[config.mk]
export PLATFORM = sky130hd
export DESIGN_NAME = uart_bin_packetizer
export DESIGN_NICKNAME = d
export VERILOG_FILES = /design/src/rtl/uart_bin_packetizer.sv
export SDC_FILE = /design/constraint.sdc
export NUM_CORES = 1
export LEC_CHECK = 0
export BUFFER_PORTS_ARGS = -buffer_cell sky130_fd_sc_hd__buf_2
export CELL_PAD_IN_SITES_DETAIL_PLACEMENT = 1
export CELL_PAD_IN_SITES_GLOBAL_PLACEMENT = 1
export CORE_ASPECT_RATIO = 1.5
export CORE_MARGIN = 4
export CORE_UTILIZATION = 52
export DETAILED_ROUTE_END_ITERATION = 8
export PLACE_DENSITY = 0.88
export SYNTH_ARGS = -nofsm -noshare
export SYNTH_HDL_FRONTEND = slang
export SYNTH_SLANG_ARGS = --single-unit
[constraint.sdc]
create_clock -name sys_clock -period 3.2 [get_ports sys_clock]
set_clock_uncertainty 0.15 [all_clocks]
set_input_delay 0.32 -clock sys_clock [delete_from_list [all_inputs] [get_ports sys_clock]]
set_output_delay 0.32 -clock sys_clock [all_outputs]
set_load 0.005 [all_outputs]
[src/rtl/uart_bin_packetizer.sv]
// Bin packetizer: framed 7-bit data bytes, byte FIFO, 8N1 UART transmitter.
// Define UART_ZERO_SUPPRESS_EN to skip leading all-zero data chunks.
module uart_bin_packetizer #(
  parameter int DATA_WIDTH   = 22,
  parameter int FIFO_DEPTH   = 16,
  parameter int CLKS_PER_BIT = 104
) (
  input  logic                  sys_clock,
  input  logic                  reset,
  input  logic                  UART_send,
  input  logic                  new_frame,
  input  logic [DATA_WIDTH-1:0] i_data,
  output logic                  o_ready,
  output logic                  o_drop,
  output logic                  o_busy,
  output logic                  UART_TX
);
  localparam int NCHUNK = (DATA_WIDTH + 6) / 7;
  localparam int SW = 7 * NCHUNK;
  localparam int CW = $clog2(NCHUNK + 1);
  localparam int AW = $clog2(FIFO_DEPTH);
  localparam int BW = $clog2(CLKS_PER_BIT);

  typedef enum logic [2:0] {
    IDLE, Q_FEND, Q_FSTART, Q_BSTART, Q_DATA, Q_BEND
  } state_t;

  state_t state, state_n;

  logic [SW-1:0] sh;
  logic [CW-1:0] cnt;
  logic [6:0]    chunk;
  logic          last, skip, step;
  logic          wr_req, push, pop;
  logic          full, empty, can_push;
  logic [7:0]    wr_byte, rd_byte;

  assign chunk = sh[SW-1 -: 7];
  assign last  = cnt == CW'(NCHUNK - 1);

`ifdef UART_ZERO_SUPPRESS_EN
  logic seen;
  assign skip = (state == Q_DATA) && !seen
             && (chunk == 7'd0) && !last;

  always_ff @(posedge sys_clock or negedge reset) begin
    if (!reset)
      seen <= 1'b0;
    else if (state == IDLE)
      seen <= 1'b0;
    else if (push && state == Q_DATA && chunk != 7'd0)
      seen <= 1'b1;
  end
`else
  assign skip = 1'b0;
`endif

  always_comb begin
    state_n = state;
    wr_req  = 1'b0;
    wr_byte = 8'h00;
    unique case (state)
      IDLE: begin
        if (UART_send)
          state_n = new_frame ? Q_FEND : Q_BSTART;
      end
      Q_FEND: begin
        wr_req  = 1'b1;
        wr_byte = 8'h80;
        if (can_push) state_n = Q_FSTART;
      end
      Q_FSTART: begin
        wr_req  = 1'b1;
        wr_byte = 8'h81;
        if (can_push) state_n = Q_BSTART;
      end
      Q_BSTART: begin
        wr_req  = 1'b1;
        wr_byte = 8'h82;
        if (can_push) state_n = Q_DATA;
      end
      Q_DATA: begin
        wr_req  = !skip;
        wr_byte = {1'b0, chunk};
        if ((skip || can_push) && last) state_n = Q_BEND;
      end
      Q_BEND: begin
        wr_req  = 1'b1;
        wr_byte = 8'h83;
        if (can_push) state_n = IDLE;
      end
      default: state_n = IDLE;
    endcase
  end

  assign push = wr_req && can_push;
  assign step = (state == Q_DATA) && (skip || push);

  always_ff @(posedge sys_clock or negedge reset) begin
    if (!reset) begin
      state <= IDLE;
      sh    <= '0;
      cnt   <= '0;
    end else begin
      state <= state_n;
      if (state == IDLE && UART_send) begin
        sh  <= SW'(i_data);
        cnt <= '0;
      end else if (step) begin
        sh  <= sh << 7;
        cnt <= cnt + 1'b1;
      end
    end
  end

  // Byte FIFO; the extra pointer bit separates full from empty.
  logic [7:0]  mem [FIFO_DEPTH];
  logic [AW:0] wp, rp;

  assign empty    = wp == rp;
  assign full     = (wp[AW] != rp[AW])
                 && (wp[AW-1:0] == rp[AW-1:0]);
  assign can_push = !full || pop;
  assign rd_byte  = mem[rp[AW-1:0]];

  always_ff @(posedge sys_clock) begin
    if (push) mem[wp[AW-1:0]] <= wr_byte;
  end

  always_ff @(posedge sys_clock or negedge reset) begin
    if (!reset) begin
      wp <= '0;
      rp <= '0;
    end else begin
      if (push) wp <= wp + 1'b1;
      if (pop)  rp <= rp + 1'b1;
    end
  end

  // Transmitter reloads in the last stop-bit cycle for gapless bytes.
  logic          active;
  logic [9:0]    frame;
  logic [BW-1:0] ccnt;
  logic [3:0]    bcnt;
  logic          bit_end, frame_end;

  assign bit_end   = ccnt == BW'(CLKS_PER_BIT - 1);
  assign frame_end = active && bit_end && (bcnt == 4'd9);
  assign pop       = !empty && (!active || frame_end);

  always_ff @(posedge sys_clock or negedge reset) begin
    if (!reset) begin
      active <= 1'b0;
      frame  <= '1;
      ccnt   <= '0;
      bcnt   <= '0;
    end else if (pop) begin
      active <= 1'b1;
      frame  <= {1'b1, rd_byte, 1'b0};
      ccnt   <= '0;
      bcnt   <= '0;
    end else if (active) begin
      if (!bit_end) begin
        ccnt <= ccnt + 1'b1;
      end else begin
        ccnt <= '0;
        if (bcnt == 4'd9) begin
          active <= 1'b0;
        end else begin
          bcnt  <= bcnt + 1'b1;
          frame <= {1'b1, frame[9:1]};
        end
      end
    end
  end

  assign UART_TX = !active || frame[0];
  assign o_ready = state == IDLE;
  assign o_drop  = UART_send && !o_ready;
  assign o_busy  = !empty || active;
endmodule

# [Word-level counts from Yosys, hierarchy flattened]
# Memory sizes are Yosys's and may differ from the RTL's.
# Cells that the tools add are included.
[classes] add_sub_neg=5 multipliers=0 div=0 order_cmp=0 n_eq_ne=18 shift=0 n_mux=31 bitwise=0 n_reduce_logical=24
[op_table] op="two-way mux 28 bit" count=2
[op_table] op="two-way mux 10 bit" count=4
[op_table] op="one-hot mux 8 bit (5 select lines)" count=1
[op_table] op="two-way mux 3 bit" count=8
[op_table] op="two-way mux 7 bit" count=3
[op_table] op="one-hot mux 3 bit (6 select lines)" count=1
[op_table] op="two-way mux 4 bit" count=4
[op_table] op="!= test 2 bit (second input constant)" count=7
[op_table] op="adder 5 x 1 -> 5 bit (second input constant)" count=2
[op_table] op="equality test 3 x 2 -> 1 bit (second input constant)" count=3
[op_table] op="logical AND 1 bit" count=9
[op_table] op="adder 7 x 1 -> 7 bit (second input constant)" count=1
[op_table] op="equality test 7 bit (second input constant)" count=1
[op_table] op="two-way mux 1 bit" count=7
[op_table] op="equality test 3 bit (second input constant)" count=2
[op_table] op="AND reduction 6 bit" count=1
[op_table] op="nonzero test 2 bit" count=3
[op_table] op="equality test 5 bit" count=1
[op_table] op="OR reduction 5 bit" count=1
[op_table] op="adder 4 x 1 -> 4 bit (second input constant)" count=1
[op_table] op="equality test 4 bit" count=1
[op_table] op="equality test 4 bit (second input constant)" count=1
[op_table] op="zero test 1 bit" count=4
[op_table] op="logical OR 1 bit" count=4
[op_table] op="6 further kinds" count=6
[word_totals] regBits=66 latch_bits=0 mem_bits_rw=128 mem_bits_ro=0 inputBits=26 wordCells=88 n_memories=1
[memory_table] memory="mem" depth=16 word_bits=8 read_ports=1 rd_clocked_by_memory_dff=0 wr=1 line="117" source="logic [7:0] mem [FIFO_DEPTH];"

# [Longest topological paths before layout]
# Gate-level depths: netlist (run 1).
[depth] word_depth=10 mapped_depth=8

# [Least setup slack after synthesis (run 1)]
# Ideal clock, no wire load.
[synth_timing] kind="reg2reg" from="register bcnt[1]" to="memory mem[3][0], enable pin" setup_ns=0.383 arrival_ns=2.097 required_time_ns=2.667 setup_slack_ns=0.570 stages_incl_launch_ff=9 n_path_buf=1 period_less_slack_ns=2.630 cell_sequence="dfrtp_1 -> inv_1 -> ha_1 -> nand3b_1 -> o31ai_4 -> o31a_1 -> buf_2 -> nand2_1 -> nor3_1"
[synth_via] elab_chain_cells=8
[synth_rtl] item="from (decl)" line="144" source="logic [3:0] bcnt;"
[synth_rtl] item="from (signal assigned)" line="170" source="bcnt <= bcnt + 1'b1;"
[synth_rtl] item="equality test 4 bit" line="148" source="assign frame_end = active && bit_end && (bcnt == 4'd9);"
[synth_rtl] item="logical AND 1 bit" line="148"
[synth_rtl] item="logical OR 1 bit" line="149" source="assign pop = !empty && (!active || frame_end);"
[synth_rtl] item="logical AND 1 bit" line="149"
[synth_rtl] item="logical OR 1 bit" line="123" source="assign can_push = !full || pop;"
[synth_rtl] item="logical AND 1 bit" line="96" source="assign push = wr_req && can_push;"
[synth_rtl] item="two-way mux 1 bit" line="127" source="if (push) mem[wp[AW-1:0]] <= wr_byte;"
[synth_rtl] item="two-way mux 1 bit (implied by the code)" line="127"
[synth_rtl] item="to (decl)" line="117"
# Every way passes these cells.

# [Worst setup path after layout (run 1)]
[layout_timing] from="register ccnt[0]" to="memory mem[15][4], enable pin"
[layout_via] elab_chain_cells=9
[layout_rtl] item="from (decl)" line="143" source="logic [BW-1:0] ccnt;"
[layout_rtl] item="from (signal assigned)" line="164" source="ccnt <= ccnt + 1'b1;"
[layout_rtl] item="equality test 7 bit" line="147" source="assign bit_end = ccnt == BW'(CLKS_PER_BIT - 1);"
[layout_rtl] item="logical AND 1 bit (2 in a row)" line="148"
[layout_rtl] item="logical OR 1 bit" line="149"
[layout_rtl] item="logical AND 1 bit" line="149"
[layout_rtl] item="logical OR 1 bit" line="123"
[layout_rtl] item="logical AND 1 bit" line="96"
[layout_rtl] item="two-way mux 1 bit" line="127"
[layout_rtl] item="two-way mux 1 bit (implied by the code)" line="127"
# Every way passes these cells.

==> results of run 1 <==
==> worst max-delay path: stages (launching register included) <==
cell,delay [ps]
dfrtp_1,410
ha_1,230
nand2_1,180
o31ai_4,430
o31a_1,180
buf_4,250
and3_1,480
==> layer usage <==
layer  vias to the layer above  GRT usage
met4                         0     0.1129
met2                       226     0.4841
met5                         -          0
li1                       2135          -
met1                      2589     0.2914
met3                        55    0.04312
==> stage by stage <==
stage                     hold WS (ps)  instance area, sq um  std cells  power (W)  setup WS [ps]
after floorplan                 -125.6                  8317        537   0.005607          570.1
after global placement           302.7                  8687        753   0.006284          722.1
after detailed placement         328.4                  8687        753   0.006512          568.2
after CTS                       0.9253                  9458        799   0.008761          504.5
after global routing             8.375                  9458        799   0.009153          386.6
final                            5.407                  9458        799   0.008770          530.9
==> registers in the layout, summed over array words and instances, names as in the netlist <==
name	flops
frame	9
active	1
state	3
mem	128
wp	5
bcnt	4
rp	5
ccnt	7
cnt	3
sh	28
==> repair_timing <==
action / CTS / global route
endpoints found under the hold margin: 39 / 0
hold buffers: 14 / 0
setup endpoints to repair: 0 / 0
==> layout by cell type, fill, tap and decap left out, types with 3 or more instances in the layout <==
cell type	netlist	final
edfxtp_1	128	128
nand2_1	57	57
dfrtp_1	56	55
mux4_2	38	38
buf_2	7	29
nand3_1	27	27
and3_1	23	23
o21ai_0	19	19
clkbuf_16	0	17
buf_4	2	15
dlygate4sd3_1	0	14
inv_1	11	11
nor2_1	10	10
ha_1	10	10
a21oi_1	10	9
xnor2_1	9	9
mux2i_1	9	9
dfstp_2	9	9
nor3_1	6	6
o21ai_1	6	6
o22a_1	6	6
clkinv_8	0	6
nor2b_1	5	5
o31ai_1	5	5
xor2_1	5	5
o21a_1	5	5
xnor2_2	4	4
o21ai_2	4	4
inv_6	0	4
nand2b_1	3	3
o31ai_4	3	3
o31a_1	3	3
nand4_1	3	3
o22ai_1	4	3
inv_8	0	3
==> logic make-up after synthesis <==
group	share of synthesized area
and+or+nand+nor	0.09313
AOI/OAI and AO/OA	0.06048
xor gates and xnor gates	0.02452
DFF	0.6591
buffers and inverters	0.02813
muxes	0.1196
adders and majority gates	0.01504
==> worst paths after layout <==
check	cells past startpoint	startpoint	to	slack (ps)
max	6	ccnt[0]	mem[15][4]	530
min	3	i_data[0]	sh[0]	5
max reg2reg	6	ccnt[0]	mem[15][4]	530
min reg2reg	2	sh[18]	sh[25]	350
max in group asynchronous	3	reset	wp[0]	1840
min in group asynchronous	2	reset	sh[4]	390
==> layout make-up <==
| cell class | instances | area share |
|---|---|---|
| clock inverters | 15 | 0.02170 |
| well taps | 203 | 0.02686 |
| flip-flops and latches | 193 | 0.5797 |
| repair buffers | 60 | 0.04630 |
| clock buffers | 17 | 0.04498 |
| multi-input cells | 300 | 0.2761 |
| inverters | 11 | 0.004366 |
==> report_power, final <==
group / total (W) / switching, W / internal [W]
Clock: 0.00219 / 0.00105 / 0.00114
Combinational: 0.00263 / 0.00154 / 0.00109
Sequential: 0.00395 / 0.000495 / 0.00346
==> out/metrics.yaml, run 1 <==
die:
  die_x_um: 111.3
  die_height_um: 162.9
  io_pins: 30
  row_count: 56
  core_area_sq_um: 15700
  initial_core_util: 0.5299
  dieArea_sq_um: 18120
power_and_ir_drop:
  pwr_density_cell_nw_per_um2: 927.3
  peakVddDrop_mv: 0.5631
  total_leakage_power_nw: 3.568
timing:
  fmax_mhz: 374.7
  drv_slew: 0
  rsz0062_at_grt: "no"
  setup_viol: 0
  min_period_ps: 2669
  slew_headroom: 0.2872
  final-hold-violation-count: 0
  worstMarginPinSlew_ps: 1069
  final.period_utilization: 0.8341
  fin_setup_tns_ps: 0
layout:
  seqCellArea_sq_um: 5483
  multi_input_area_sq_um: 2611
  fin_nets: 619
  drive_gt1_frac: 0.2466
  fin_util: 0.6026
  fillCellCount: 1436
  syn2layout_area_growth_pct: 13.72
  diodes: 0
drt:
  detail-route-antenna-nets: 0
  drt_iter0_drc: 346
  dr.pass1.iters: 5
  maxUsedRoutingLayer: "met4"
  routed_wl_um: 22150
  drc: 0
  drt-wirelength-per-cell_um: 27.72
  vias_per_cell: 6.264
  met1_length_um: 7562
  dr_wl_met3_um: 1145
  route.met2.wl_um: 12490
  route.vias.total: 5005
logic_synthesis:
  yosys-top-cells-area: "edfxtp_1 (46%), dfrtp_1 (17%), mux4_2 (10%)"
  synth.distinct_cells: 53
  synth_commonest_cells: "edfxtp_1 (128), nand2_1 (57), dfrtp_1 (56), mux4_2 (38), nand3_1 (27)"
  synth_edf_count: 128
  yosysMostFrequentCell: "edfxtp_1"
  synth_area_sq_um: 8317
  syn_inst: 537
  yosysWarnings: 0
  async_flop_share: 0.3368
  synth_seq_cells: 193
  ys_seq_area_frac: 0.6591
  synth_ff_type: "edfxtp_1"
  synth_top_area_frac: 0.4622
  synth_nets: 573
  synth_top_area_cell: "edfxtp_1"
  avgSynthCellArea_sq_um: 15.49
placed_design:
  place_hpwl_um: 14650
  io_buffers: 29
  gp_congestion: 0.9158
global_routing:
  grt_max_degree: 37
  grt_use_total: 0.2596
  grt_pass1_wl_um: 34360
  grt_overflow: 0
  antenna_found_initial: 0
  grt_pass1_vias: 5482
clocking:
  h-tree-depth: 4
  cts_setup_buffers: 0
  cts_tree: "yes"
  clk_latency_ps: 430
  clkTransAtPathRegs_ps: 80
  ctsLongestPathBuffers: 2
  numCtsBuffers: 17
  cts_resized: 0
  clock-sinks: 193
  clock-root-buffer: "clkbuf_16"
critical_path:
  cp-start-kind: "flop"
  crit_arrival_ps: 2610
  endpoint_kind: "flop"
  required_ps: 3140
  critPathMaxFanout: 20
  critical_path_class: "reg -> reg"
run_status:
  run_status: "finished, final reports clean"
worst_hold_path:
  hp-class: "in -> reg"
flow_run:
  drv_cap: 0
Note: power is estimated with default switching activity, not from simulation.
==> run 2: changes to the inputs <==
==> constraint.sdc (replaced) <==
create_clock -name sys_clock -period 2.8 [get_ports sys_clock]
set_clock_uncertainty 0.15 [all_clocks]
set_input_delay 0.28 -clock sys_clock [delete_from_list [all_inputs] [get_ports sys_clock]]
set_output_delay 0.28 -clock sys_clock [all_outputs]
set_load 0.005 [all_outputs]
==> run 2 against run 1 <==
Compared with the run above: worst setup slack lost 350 ps; first-iteration DRC count grew 23%; sequential share of layout area shrank 0.64 points; final area grew 1.1%; clock-buffer cell count is the same; total power grew 17%.
==> out/metrics.yaml, run 2 (same netlist as run 1, synthesis figures left out) <==
critical_path:
  critical_path_class: "reg -> reg"
  reg2reg_setup_slack_ps: 180
  r2r-end: "wp[4]"
  crit_start: "ccnt[0]"
  endpoint_kind: "flop"
  required_ps: 2980
  critPathMaxFanout: 17
  crit_arrival_ps: 2800
  cp-start-kind: "flop"
  reg2reg_from: "ccnt[0]"
  reg2regPathDepth: 7
placed_design:
  place_hpwl_um: 14740
  gp_congestion: 0.9146
  dp_cells: 765
  io_buffers: 29
  place_ws_ps: 329.2
clocking:
  cts_tree: "yes"
  clk_latency_ps: 440
  clock-sinks: 193
  clkTransAtPathRegs_ps: 90
  h-tree-depth: 4
  ctsLongestPathBuffers: 2
  numCtsBuffers: 17
  clock-root-buffer: "clkbuf_16"
  cts_setup_buffers: 0
global_routing:
  antenna_found_initial: 0
  grt_use_total: 0.2810
  grt_pass1_wl_um: 37160
  grt_max_degree: 35
  grt_overflow: 0
  grt_pass1_vias: 5720
worst_hold_path:
  hold_start: "i_data[21]"
  hp-class: "in -> reg"
  worstHoldEndpoint: "sh[21]"
  hold_depth: 3
layout:
  diodes: 0
  fin_nets: 633
  seqCellArea_sq_um: 5483
  final_common_cell: "edfxtp_1"
  multi_input_area_sq_um: 2610
  fin_util: 0.6094
  drive_gt1_frac: 0.2590
  fillCellCount: 1432
  largest_reg_flops: 128
  layoutNonFillerInstCount: 813
  syn2layout_area_growth_pct: 15.00
  final_cell_mix: "edfxtp_1 (128), nand2_1 (57), dfrtp_1 (55), mux4_2 (38), buf_2 (29)"
power_and_ir_drop:
  peakVddDrop_mv: 0.5686
  comb_power_share: 0.309
  p_sw_w: 0.003715
  total_leakage_power_nw: 3.635
  p_int_w: 0.006560
  p_clk_frac: 0.250
  sw_frac_of_total: 0.3616
  pwr_density_cell_nw_per_um2: 1074
  p_seq_frac: 0.441
drt:
  route.vias.total: 5062
  dr.pass1.iters: 5
  detail-route-antenna-nets: 0
  vias_per_cell: 6.226
  drt-wirelength-per-cell_um: 29.42
  routed_wl_um: 23920
  drc: 0
  drt_iter0_drc: 426
die:
  row_count: 56
  io_pins: 30
  core_area_sq_um: 15700
  die_height_um: 162.9
  dieArea_sq_um: 18120
  initial_core_util: 0.5299
  die_x_um: 111.3
timing:
  worstMarginPinSlew_ps: 814.2
  final-hold-violation-count: 0
  rsz0062_at_grt: "no"
  fmax_mhz: 382.1
  min_period_ps: 2617
  slew_headroom: 0.4572
  final.period_utilization: 0.9348
  fin_setup_tns_ps: 0
  drv_slew: 0
  setup_ws_ps: 182.6
  setup_viol: 0
flow_run:
  drv_cap: 0
run_status:
  run_status: "finished, final reports clean"
-- run 2: worst max-delay path by stage --
stage / end / slack (ps) / cells past startpoint
floorplan: mem[3][0] / 170 / 8
detailed placement: mem[12][3] / 330 / 7
global placement: mem[3][3] / 500 / 9
CTS: o_busy / 90 / 6
finish: wp[4] / 180 / 7
global route: wp[4] / 80 / 8
-- run 2: per-layer routing --
metal  part of all wire  vias up  GRT usage
met5                  0        -          0
met4              0.045        0     0.1300
met3              0.033       67    0.04126
met2               0.56      187     0.5167
met1               0.36     2646     0.3222
li1                   -     2162          -
-- run 2: cell type report --
type | instances | area share
flip-flops and latches | 193 | 0.5733
multi-input cells | 300 | 0.2729
repair buffers | 74 | 0.05730
clock buffers | 17 | 0.04448
well taps | 203 | 0.02656
clock inverters | 15 | 0.02119
inverters | 11 | 0.004317
-- run 2: what timing repair did --
item / CTS / global route
hold buffers: 16 / 0
resized for setup: 0 / 1
endpoints found under the hold margin: 37 / 0
endpoints found under the setup margin: 0 / 1
-- run 2: metrics by stage --
stage / hold slack [ps] / cell area [sq um] / total power [W]
2_1_floorplan: -165.6 / 8317 / 0.006408
3_3_place_gp: 232.5 / 8771 / 0.007202
3_5_place_dp: 260.2 / 8771 / 0.007532
4_1_cts: 11.04 / 9559 / 0.01021
5_1_grt: 43.14 / 9564 / 0.01069
6_report: 44.17 / 9564 / 0.01028
-- run 2: critical path, cell delays in order, from the launching register on --
cell and delay [ps]:
dfrtp_1 430, ha_1 240, nand2_1 190, o31ai_4 300, o31a_1 170, buf_4 230
and3_1 480, xor2_1 300
-- run 2: power by group through the flow --
stage                     clock (W)  combinational [W]  sequential (W)
final                       0.00257            0.00318         0.00453
after global routing        0.00272            0.00338         0.00459
after CTS                   0.00257            0.00314         0.00451
after detailed placement          0            0.00300         0.00453
after global placement            0            0.00277         0.00444
after floorplan                   0            0.00219         0.00422
==> run 3: changes to the inputs <==
--- a/config.mk
+++ b/config.mk
@@ -11,8 +11,9 @@
 export CORE_ASPECT_RATIO = 1.5
 export CORE_MARGIN = 4
 export CORE_UTILIZATION = 52
+export CTS_BUF_LIST = sky130_fd_sc_hd__clkbuf_16
 export DETAILED_ROUTE_END_ITERATION = 8
-export PLACE_DENSITY = 0.88
+export PLACE_DENSITY = 0.84
 export SYNTH_ARGS = -nofsm -noshare
 export SYNTH_HDL_FRONTEND = slang
 export SYNTH_SLANG_ARGS = --single-unit
==> run 3 against run 2 <==
Compared with the run above: clock-buffer cell count is the same; combinational power down 2%; hold slack worse by 29 ps; utilization shrank 0.27 points; final cell count increased by 0.25%; sequential cell count did not move.
==> out/metrics.yaml, run 3 (same netlist as run 1, synthesis figures left out) <==
run_status:
  run_status: "finished, final reports clean"
die:
  die_height_um: 162.9
  initial_core_util: 0.5299
  dieArea_sq_um: 18120
  row_count: 56
  core_area_sq_um: 15700
  io_pins: 30
  die_x_um: 111.3
layout:
  largest_reg_flops: 128
  diodes: 0
  final_common_cell: "edfxtp_1"
  fin_area_sq_um: 9522
  drive_gt1_frac: 0.2614
  fillCellCount: 1473
  seqCellArea_sq_um: 5483
  fin_nets: 635
  multi_input_area_sq_um: 2610
  final_cell_mix: "edfxtp_1 (128), nand2_1 (57), dfrtp_1 (55), mux4_2 (38), buf_4 (30)"
  syn2layout_area_growth_pct: 14.49
placed_design:
  place_ws_ps: 319.8
  place_hpwl_um: 14150
  place_area_sq_um: 8773
  gp_congestion: 0.8591
  io_buffers: 29
drt:
  routed_wl_um: 22080
  dr.pass1.iters: 5
  drc: 0
  drt-wirelength-per-cell_um: 27.10
  route.vias.total: 4981
  detail-route-antenna-nets: 0
  vias_per_cell: 6.112
  drt_iter0_drc: 443
timing:
  rsz0062_at_grt: "no"
  worstMarginPinSlew_ps: 639.3
  slew_headroom: 0.5738
  fin_setup_tns_ps: 0
  final-hold-violation-count: 0
  drv_slew: 0
  fmax_mhz: 377.4
  setup_viol: 0
  min_period_ps: 2649
  setup_ws_ps: 150.6
  final.period_utilization: 0.9462
  holdWs_ps: 15.46
critical_path:
  cp-start-kind: "flop"
  critPathMaxFanout: 10
  crit_arrival_ps: 2220
  endpoint_kind: "output pin"
  critical_path_class: "reg -> out"
  required_ps: 2370
clocking:
  numCtsBuffers: 17
  cts_setup_buffers: 0
  h-tree-depth: 4
  ctsLongestPathBuffers: 2
  clock-sinks: 193
  clkTransAtPathRegs_ps: 80
  clk_latency_ps: 430
  clock-root-buffer: "clkbuf_16"
  cts_tree: "yes"
power_and_ir_drop:
  total_leakage_power_nw: 3.623
  peakVddDrop_mv: 0.6091
  pwr_density_cell_nw_per_um2: 1047
global_routing:
  antenna_found_initial: 0
  grt_pass1_wl_um: 34710
  grt_max_degree: 47
  grt_use_total: 0.2582
  grt_overflow: 0
  grt_pass1_vias: 5615
flow_run:
  drv_cap: 0
worst_hold_path:
  hp-class: "in -> reg"
[run 3: cell types whose count changed in the layout (fill, tap and decap cells not counted), sizes merged]
cell,delta
inv,+3
clkinv,-3
buf,+2
bufinv,-1
clkinvlp,+1
[run 3: worst max-delay path, stage by stage (launching register included)]
cell and delay [ps]:
dfrtp_1 510, xnor2_2 300, nand4_2 230, buf_4 250, nor3_2 260, inv_1 100
buf_2 140
[run 3: timing repair]
| action | CTS | global route |
|---|---|---|
| setup endpoints to repair | 0 | 1 |
| hold endpoints to repair | 34 | 0 |
| hold buffers | 16 | 0 |
| resized for setup | 0 | 1 |
[run 3: cell type report]
cell class | instances | share of cell area
clock inverter | 15 | 0.01656
sequential | 193 | 0.5758
timing repair buffer | 76 | 0.05782
clock buffer | 17 | 0.04468
tap | 203 | 0.02668
inverter | 11 | 0.004336
multi-input combinational | 300 | 0.2741
[run 3: power by group]
group	internal, W	leakage (nW)	total [W]	switching, W
logic	0.00130	1.35	0.00311	0.00181
clock network	0.00120	0.288	0.00241	0.00121
registers	0.00395	1.98	0.00445	0.000499
[run 3: routing by layer]
metal  vias to the layer above  global-route usage  part of all wire
met5                         -                   0                 0
met4                         0             0.07637             0.020
met3                        31             0.04164             0.036
met2                       146              0.4929              0.57
met1                      2644              0.2966              0.37
li1                       2160                   -                 -
[run 3: final timing paths]
check / from / endpoint / slack, ps / depth (start not counted)
max: wp[3] / o_busy / 150 / 6
min: i_data[16] / sh[16] / 20 / 3
max reg2reg: wp[3] / sh[13] / 160 / 7
min reg2reg: sh[20] / sh[27] / 340 / 2
max in group asynchronous: reset / frame[3] / 1610 / 3
min in group asynchronous: reset / sh[3] / 190 / 2
[run 3: through the flow]
stage | util | total power, W | std cells
after global placement | 0.5590 | 0.007192 | 767
final | 0.6067 | 0.009974 | 815
after floorplan | - | 0.006408 | 537
after CTS | 0.6063 | 0.009957 | 815
after global routing | 0.6067 | 0.01043 | 815
after detailed placement | 0.5590 | 0.007473 | 767
